$ cat config.mk
export PLATFORM = sky130hd
export DESIGN_NAME = mips_mc_control
export DESIGN_NICKNAME = d
export VERILOG_FILES = /design/src/rtl/mips_mc_control.sv
export SDC_FILE = /design/constraint.sdc
export NUM_CORES = 1
export LEC_CHECK = 0
export CAP_MARGIN = 25
export CORE_ASPECT_RATIO = 1.5
export CORE_MARGIN = 2
export CORE_UTILIZATION = 24
export DETAILED_ROUTE_END_ITERATION = 8
export SKIP_LAST_GASP = 1
export SYNTH_ARGS = -nofsm -noshare
export SYNTH_HDL_FRONTEND = slang
export SYNTH_SLANG_ARGS = --single-unit
export TNS_END_PERCENT = 10
$ cat constraint.sdc
create_clock -name clk -period 2.21 [get_ports clk]
set_clock_uncertainty 0.05 [all_clocks]
set_input_delay 0.221 -clock clk [delete_from_list [all_inputs] [get_ports clk]]
set_output_delay 0.221 -clock clk [all_outputs]
set_load 0.1 [all_outputs]
$ cat src/rtl/mips_mc_control.sv
// Multicycle MIPS main controller: per-phase ALU code, operand selects and
// datapath/memory strobes, with branch resolution on Zero and memory handshake stalls.
module mips_mc_control #(
    parameter int unsigned FETCH_ADD_CONST = 4
) (
    input  logic       clk,
    input  logic       rst_n,
    input  logic [5:0] opcode,
    input  logic [5:0] funct,
    input  logic       Zero,
    input  logic       mem_ready,
    output logic [3:0] alu_control,
    output logic [1:0] alu_srcA_sel,
    output logic [1:0] alu_srcB_sel,
    output logic       ext_zero,
    output logic       iord,
    output logic       mem_read,
    output logic       mem_write,
    output logic       ir_write,
    output logic       pc_write,
    output logic [1:0] pc_src,
    output logic       reg_write,
    output logic       reg_dst,
    output logic       mem_to_reg,
    output logic       illegal_instr,
    output logic       instr_done
);

    // The datapath supplies the PC increment on srcB=01; only a value of 4 is wired there.
    if (FETCH_ADD_CONST != 4) begin : g_bad_fetch_const
        $error("mips_mc_control: FETCH_ADD_CONST must be 4");
    end

    localparam logic [3:0] ALU_SLL = 4'b1000;
    localparam logic [3:0] ALU_SRL = 4'b1001;
    localparam logic [3:0] ALU_SRA = 4'b1010;
    localparam logic [3:0] ALU_ROR = 4'b1110;
    localparam logic [3:0] ALU_ROL = 4'b1101;
    localparam logic [3:0] ALU_SLT = 4'b0001;
    localparam logic [3:0] ALU_ADD = 4'b0010;
    localparam logic [3:0] ALU_SUB = 4'b0110;
    localparam logic [3:0] ALU_AND = 4'b0011;
    localparam logic [3:0] ALU_OR  = 4'b0111;
    localparam logic [3:0] ALU_NOR = 4'b1011;
    localparam logic [3:0] ALU_XOR = 4'b1111;

    typedef enum logic [3:0] {
        S_FETCH, S_DECODE, S_EXEC_R, S_RTYPE_WB, S_EXEC_I, S_ITYPE_WB, S_MEM_ADDR,
        S_MEM_RD, S_MEM_WB, S_MEM_WR, S_BRANCH, S_JUMP, S_ILLEGAL
    } state_t;

    state_t     state_q, state_d;
    logic [5:0] op_q, op_d;
    logic [5:0] funct_q, funct_d;
    logic       r_shift;
    logic       mem_read_c, mem_write_c, ir_write_c, pc_write_c;
    logic       reg_write_c, illegal_c, done_c;

    function automatic logic r_legal(input logic [5:0] f);
        case (f)
            6'b000000, 6'b000010, 6'b000011, 6'b000110, 6'b000111,
            6'b100000, 6'b100001, 6'b100010, 6'b100011, 6'b100100,
            6'b100101, 6'b100110, 6'b100111, 6'b101010: r_legal = 1'b1;
            default:                                      r_legal = 1'b0;
        endcase
    endfunction

    // Returns {is_shift, alu code}; shifts take their A operand from shamt.
    function automatic logic [4:0] r_op(input logic [5:0] f);
        case (f)
            6'b000000: r_op = {1'b1, ALU_SLL};
            6'b000010: r_op = {1'b1, ALU_SRL};
            6'b000011: r_op = {1'b1, ALU_SRA};
            6'b000110: r_op = {1'b1, ALU_ROR};
            6'b000111: r_op = {1'b1, ALU_ROL};
            6'b100010, 6'b100011: r_op = {1'b0, ALU_SUB};
            6'b100100: r_op = {1'b0, ALU_AND};
            6'b100101: r_op = {1'b0, ALU_OR};
            6'b100110: r_op = {1'b0, ALU_XOR};
            6'b100111: r_op = {1'b0, ALU_NOR};
            6'b101010: r_op = {1'b0, ALU_SLT};
            default:   r_op = {1'b0, ALU_ADD};
        endcase
    endfunction

    function automatic logic [3:0] i_alu(input logic [5:0] op);
        case (op)
            6'b001010: i_alu = ALU_SLT;
            6'b001100: i_alu = ALU_AND;
            6'b001101: i_alu = ALU_OR;
            6'b001110: i_alu = ALU_XOR;
            default:   i_alu = ALU_ADD;
        endcase
    endfunction

    always_ff @(posedge clk or negedge rst_n) begin
        if (!rst_n) begin
            state_q <= S_FETCH;
            op_q    <= '0;
            funct_q <= '0;
        end else begin
            state_q <= state_d;
            op_q    <= op_d;
            funct_q <= funct_d;
        end
    end

    always_comb begin
        state_d      = state_q;
        op_d         = op_q;
        funct_d      = funct_q;
        r_shift      = 1'b0;
        alu_control  = ALU_ADD;
        alu_srcA_sel = '0;
        alu_srcB_sel = '0;
        ext_zero     = 1'b0;
        iord         = 1'b0;
        pc_src       = '0;
        reg_dst      = 1'b0;
        mem_to_reg   = 1'b0;
        mem_read_c   = 1'b0;
        mem_write_c  = 1'b0;
        ir_write_c   = 1'b0;
        pc_write_c   = 1'b0;
        reg_write_c  = 1'b0;
        illegal_c    = 1'b0;
        done_c       = 1'b0;
        unique case (state_q)
            S_FETCH: begin
                mem_read_c   = 1'b1;
                alu_srcB_sel = 2'b01;
                if (mem_ready) begin
                    ir_write_c = 1'b1;
                    pc_write_c = 1'b1;
                    state_d    = S_DECODE;
                end
            end
            S_DECODE: begin
                op_d         = opcode;
                funct_d      = funct;
                alu_srcB_sel = 2'b11;
                case (opcode)
                    6'b000000:            state_d = r_legal(funct) ? S_EXEC_R : S_ILLEGAL;
                    6'b100011, 6'b101011: state_d = S_MEM_ADDR;
                    6'b000100, 6'b000101: state_d = S_BRANCH;
                    6'b000010:            state_d = S_JUMP;
                    6'b001000, 6'b001001, 6'b001010,
                    6'b001100, 6'b001101, 6'b001110: state_d = S_EXEC_I;
                    default:              state_d = S_ILLEGAL;
                endcase
            end
            S_EXEC_R: begin
                {r_shift, alu_control} = r_op(funct_q);
                alu_srcA_sel = r_shift ? 2'b10 : 2'b01;
                state_d      = S_RTYPE_WB;
            end
            S_RTYPE_WB: begin
                reg_write_c = 1'b1;
                reg_dst     = 1'b1;
                done_c      = 1'b1;
                state_d     = S_FETCH;
            end
            S_EXEC_I: begin
                alu_control  = i_alu(op_q);
                alu_srcA_sel = 2'b01;
                alu_srcB_sel = 2'b10;
                ext_zero     = (op_q == 6'b001100) || (op_q == 6'b001101) || (op_q == 6'b001110);
                state_d      = S_ITYPE_WB;
            end
            S_ITYPE_WB: begin
                reg_write_c = 1'b1;
                done_c      = 1'b1;
                state_d     = S_FETCH;
            end
            S_MEM_ADDR: begin
                alu_srcA_sel = 2'b01;
                alu_srcB_sel = 2'b10;
                state_d      = (op_q == 6'b100011) ? S_MEM_RD : S_MEM_WR;
            end
            S_MEM_RD: begin
                mem_read_c = 1'b1;
                iord       = 1'b1;
                if (mem_ready) state_d = S_MEM_WB;
            end
            S_MEM_WB: begin
                reg_write_c = 1'b1;
                mem_to_reg  = 1'b1;
                done_c      = 1'b1;
                state_d     = S_FETCH;
            end
            S_MEM_WR: begin
                mem_write_c = 1'b1;
                iord        = 1'b1;
                if (mem_ready) begin
                    done_c  = 1'b1;
                    state_d = S_FETCH;
                end
            end
            S_BRANCH: begin
                alu_control  = ALU_SUB;
                alu_srcA_sel = 2'b01;
                pc_src       = 2'b01;
                pc_write_c   = op_q[0] ? ~Zero : Zero;
                done_c       = 1'b1;
                state_d      = S_FETCH;
            end
            S_JUMP: begin
                pc_src     = 2'b10;
                pc_write_c = 1'b1;
                done_c     = 1'b1;
                state_d    = S_FETCH;
            end
            S_ILLEGAL: begin
                illegal_c = 1'b1;
                state_d   = S_FETCH;
            end
            default: state_d = S_FETCH;
        endcase
    end

    // State sits in FETCH during reset, so strobes are masked by rst_n directly.
    assign mem_read      = mem_read_c  & rst_n;
    assign mem_write     = mem_write_c & rst_n;
    assign ir_write      = ir_write_c  & rst_n;
    assign pc_write      = pc_write_c  & rst_n;
    assign reg_write     = reg_write_c & rst_n;
    assign illegal_instr = illegal_c   & rst_n;
    assign instr_done    = done_c      & rst_n;

endmodule

==> results.cfg <==
[global_route]
grt_max_degree = 17
grt_overflow = 0
grt_antenna_before_repair = 0
grt_pass1_wl_mm = 7.148
grt_pass1_vias = 1477
grt.total_usage = 0.1342

[sta]
tightest_slew_ps = 532.1
slew_headroom = 0.6420
slew_viol_final = 0
finalSetupViolCount = 0
period_needed_ps = 2150
finalCritPeriodShare = 0.9727
hold_viol_final = 0
fmax_mhz = 465.2

[clocking]
clockRootBuffer = clkbuf_8
cts_tree = built
clock_sinks = 16
cts_buffer_depth = 2
clk_latency_ps = 250
cts_made_buffers = 3
path_clk_slew_ps = 60
htree_levels = 1

[yosys]
ys_seq_elements = 16
synth_seq_area_share = 0.2712
netlist_area_mm2 = 0.001476
async_flop_share = 1.000
netlist_instances = 181
synth-edff-count = 0
syn_area_per_cell_um2 = 8.157
yosysWarnings = 0
synth.area.top_cells = dfrtp_1 (27%), mux2_2 (7.6%), nor2_1 (4.8%)
synth.distinct_cells = 59
netlist.area_leader.share = 0.2712
synth_nets = 197
synth.most_common_cell = nor2_1
synth_ff_type = dfrtp_1
yosys-top-cells-count = nor2_1 (19), dfrtp_1 (16), nand2_1 (12), o21ai_0 (12)
yosys.area.top_type = dfrtp_1

[route]
ant_nets = 0
routed_wl_mm = 4.227
drcViolationCount = 0
first_pass_iters = 4
drt-wirelength-per-cell_um = 14.09
vias_per_cell = 5.053
via_count = 1516
first_iter_violations = 131

[flow_run]
cap_violations = 0

[pwr]
p_total_mw = 3.365
ir_drop_mv = 0.4175
power-per-cell-area_mw_per_mm2 = 1452
p_leak_nw = 0.8991

[worst_setup_path]
cp_max_fo = 7
cp_data_required_time_ps = 1940
max_stage_delay_ps = 520
crit_slowest_cell = or4_1
end_kind = output pin
worstSetupPathType = flop to output pin
startpoint_type = flop
critPathArrivalTime_ps = 1880
worstRegToRegCells = 4
crit_chain = nor2_2 -> o21ai_2 -> or4_1 -> o2bb2ai_2 -> buf_12

[final_layout]
final_nets = 243
drive_above_1_share = 0.3451
fin_cells = 300
n_antenna_cell = 0
syn2layout_area_growth_pct = 56.95
fillerInstances = 606
regArea_um2 = 405.4
multi_input_area_mm2 = 0.001028

[worst_hold_path]
min_path_type = input port to asynchronous set/reset pin

[placed_design]
io_buffer_count = 36
dpl.cell_count = 293
globalplace.congestion = 0.8388
hpwl_mm = 3.326

[die]
die_area_mm2 = 0.006808
io_pins = 37
num_rows = 35
start_util = 0.2443
fp.dieH_um = 100.1
core_mm2 = 0.006043
die_x_um = 68.04

[status]
status = complete, no violations
[logic make-up after synthesis]
family | share of synthesized area
and+or+nand+nor | 0.2873
AOI/OAI and AO/OA | 0.2619
buffers and inverters | 0.07203
DFF | 0.2712
muxes | 0.08983
xor gates and xnor gates | 0.01780
[metal layers]
layer | vias to the layer above | routed length [µm] | track usage
met5 | - | 0 | 0
met4 | 0 | 50 | 0.04154
met3 | 4 | 87 | 0.01233
met2 | 28 | 2241 | 0.2300
met1 | 729 | 1848 | 0.1740
li1 | 755 | - | -
[through the flow]
stage	TNS [ps]	cell area (µm²)	util	hold slack, ps	setup slack, ps
3_3_place_gp	0	2218	0.3671	445.1	165.9
3_5_place_dp	0	2218	0.3671	450.1	146.0
4_1_cts	0	2280	0.3772	318.7	7.091
5_1_grt	-5.205	2317	0.3834	325.9	-5.205
2_1_floorplan	-4866	1519	-	-124.6	-724.4
6_report	0	2317	0.3834	311.5	60.37
[cells in the final DEF (no fill, tap or decap), types with 4 or more instances in the layout]
master / n
a21oi_1: 5
a31oi_1: 4
buf_12: 21
buf_4: 17
clkbuf_8: 4
clkdlybuf4s50_1: 15
dfrtp_1: 12
dfrtp_2: 4
inv_1: 10
mux2_2: 10
nand2_1: 12
nand2b_1: 5
nor2_1: 17
nor2b_1: 6
o21ai_0: 10
[worst paths after layout]
kind	startpoint	to	slack (ps)
worst max-delay path	funct_q[0]	alu_control[3]	60
worst min-delay path	rst_n	state_q[3]	310
worst max register to register	op_q[2]	state_q[3]	390
worst min register to register	op_q[5]	op_q[5]	470
max in group asynchronous	rst_n	state_q[1]	1590
min in group clk	op_q[5]	op_q[5]	470
[flip-flops by register name, indices dropped and copies added (netlist names)]
name and count:
funct_q 6, op_q 6, state_q 4
[cell type report]
cell class,count,area share
Clock buffer,4,0.02376
Timing Repair Buffer,53,0.3013
Sequential cell,16,0.1749
Multi-Input combinational cell,143,0.4438
Inverter,10,0.01620
Tap cell,74,0.03996
[report_power, final]
| part | internal, mW | switching [mW] | leakage (nW) |
|---|---|---|---|
| clock network | 0.158 | 0.100 | 0.0288 |
| logic | 1.02 | 1.46 | 0.682 |
| registers | 0.448 | 0.183 | 0.189 |
| total | 1.63 | 1.74 | 0.899 |
[repair_timing]
action,CTS,global route
endpoints found under the setup margin,2,2
hold buffers,0,0
setup buffers,0,3
pin swaps,1,3
resized for setup,5,6
[critical path: cells and delay by family (launching register included)]
family                 cells  cell delay [ps]
AOI/OAI and AO/OA          2              290
buffers and inverters      1              190
DFF                        1              440
and+or+nand+nor            2              690
Power figures use the tool's default switching activity.
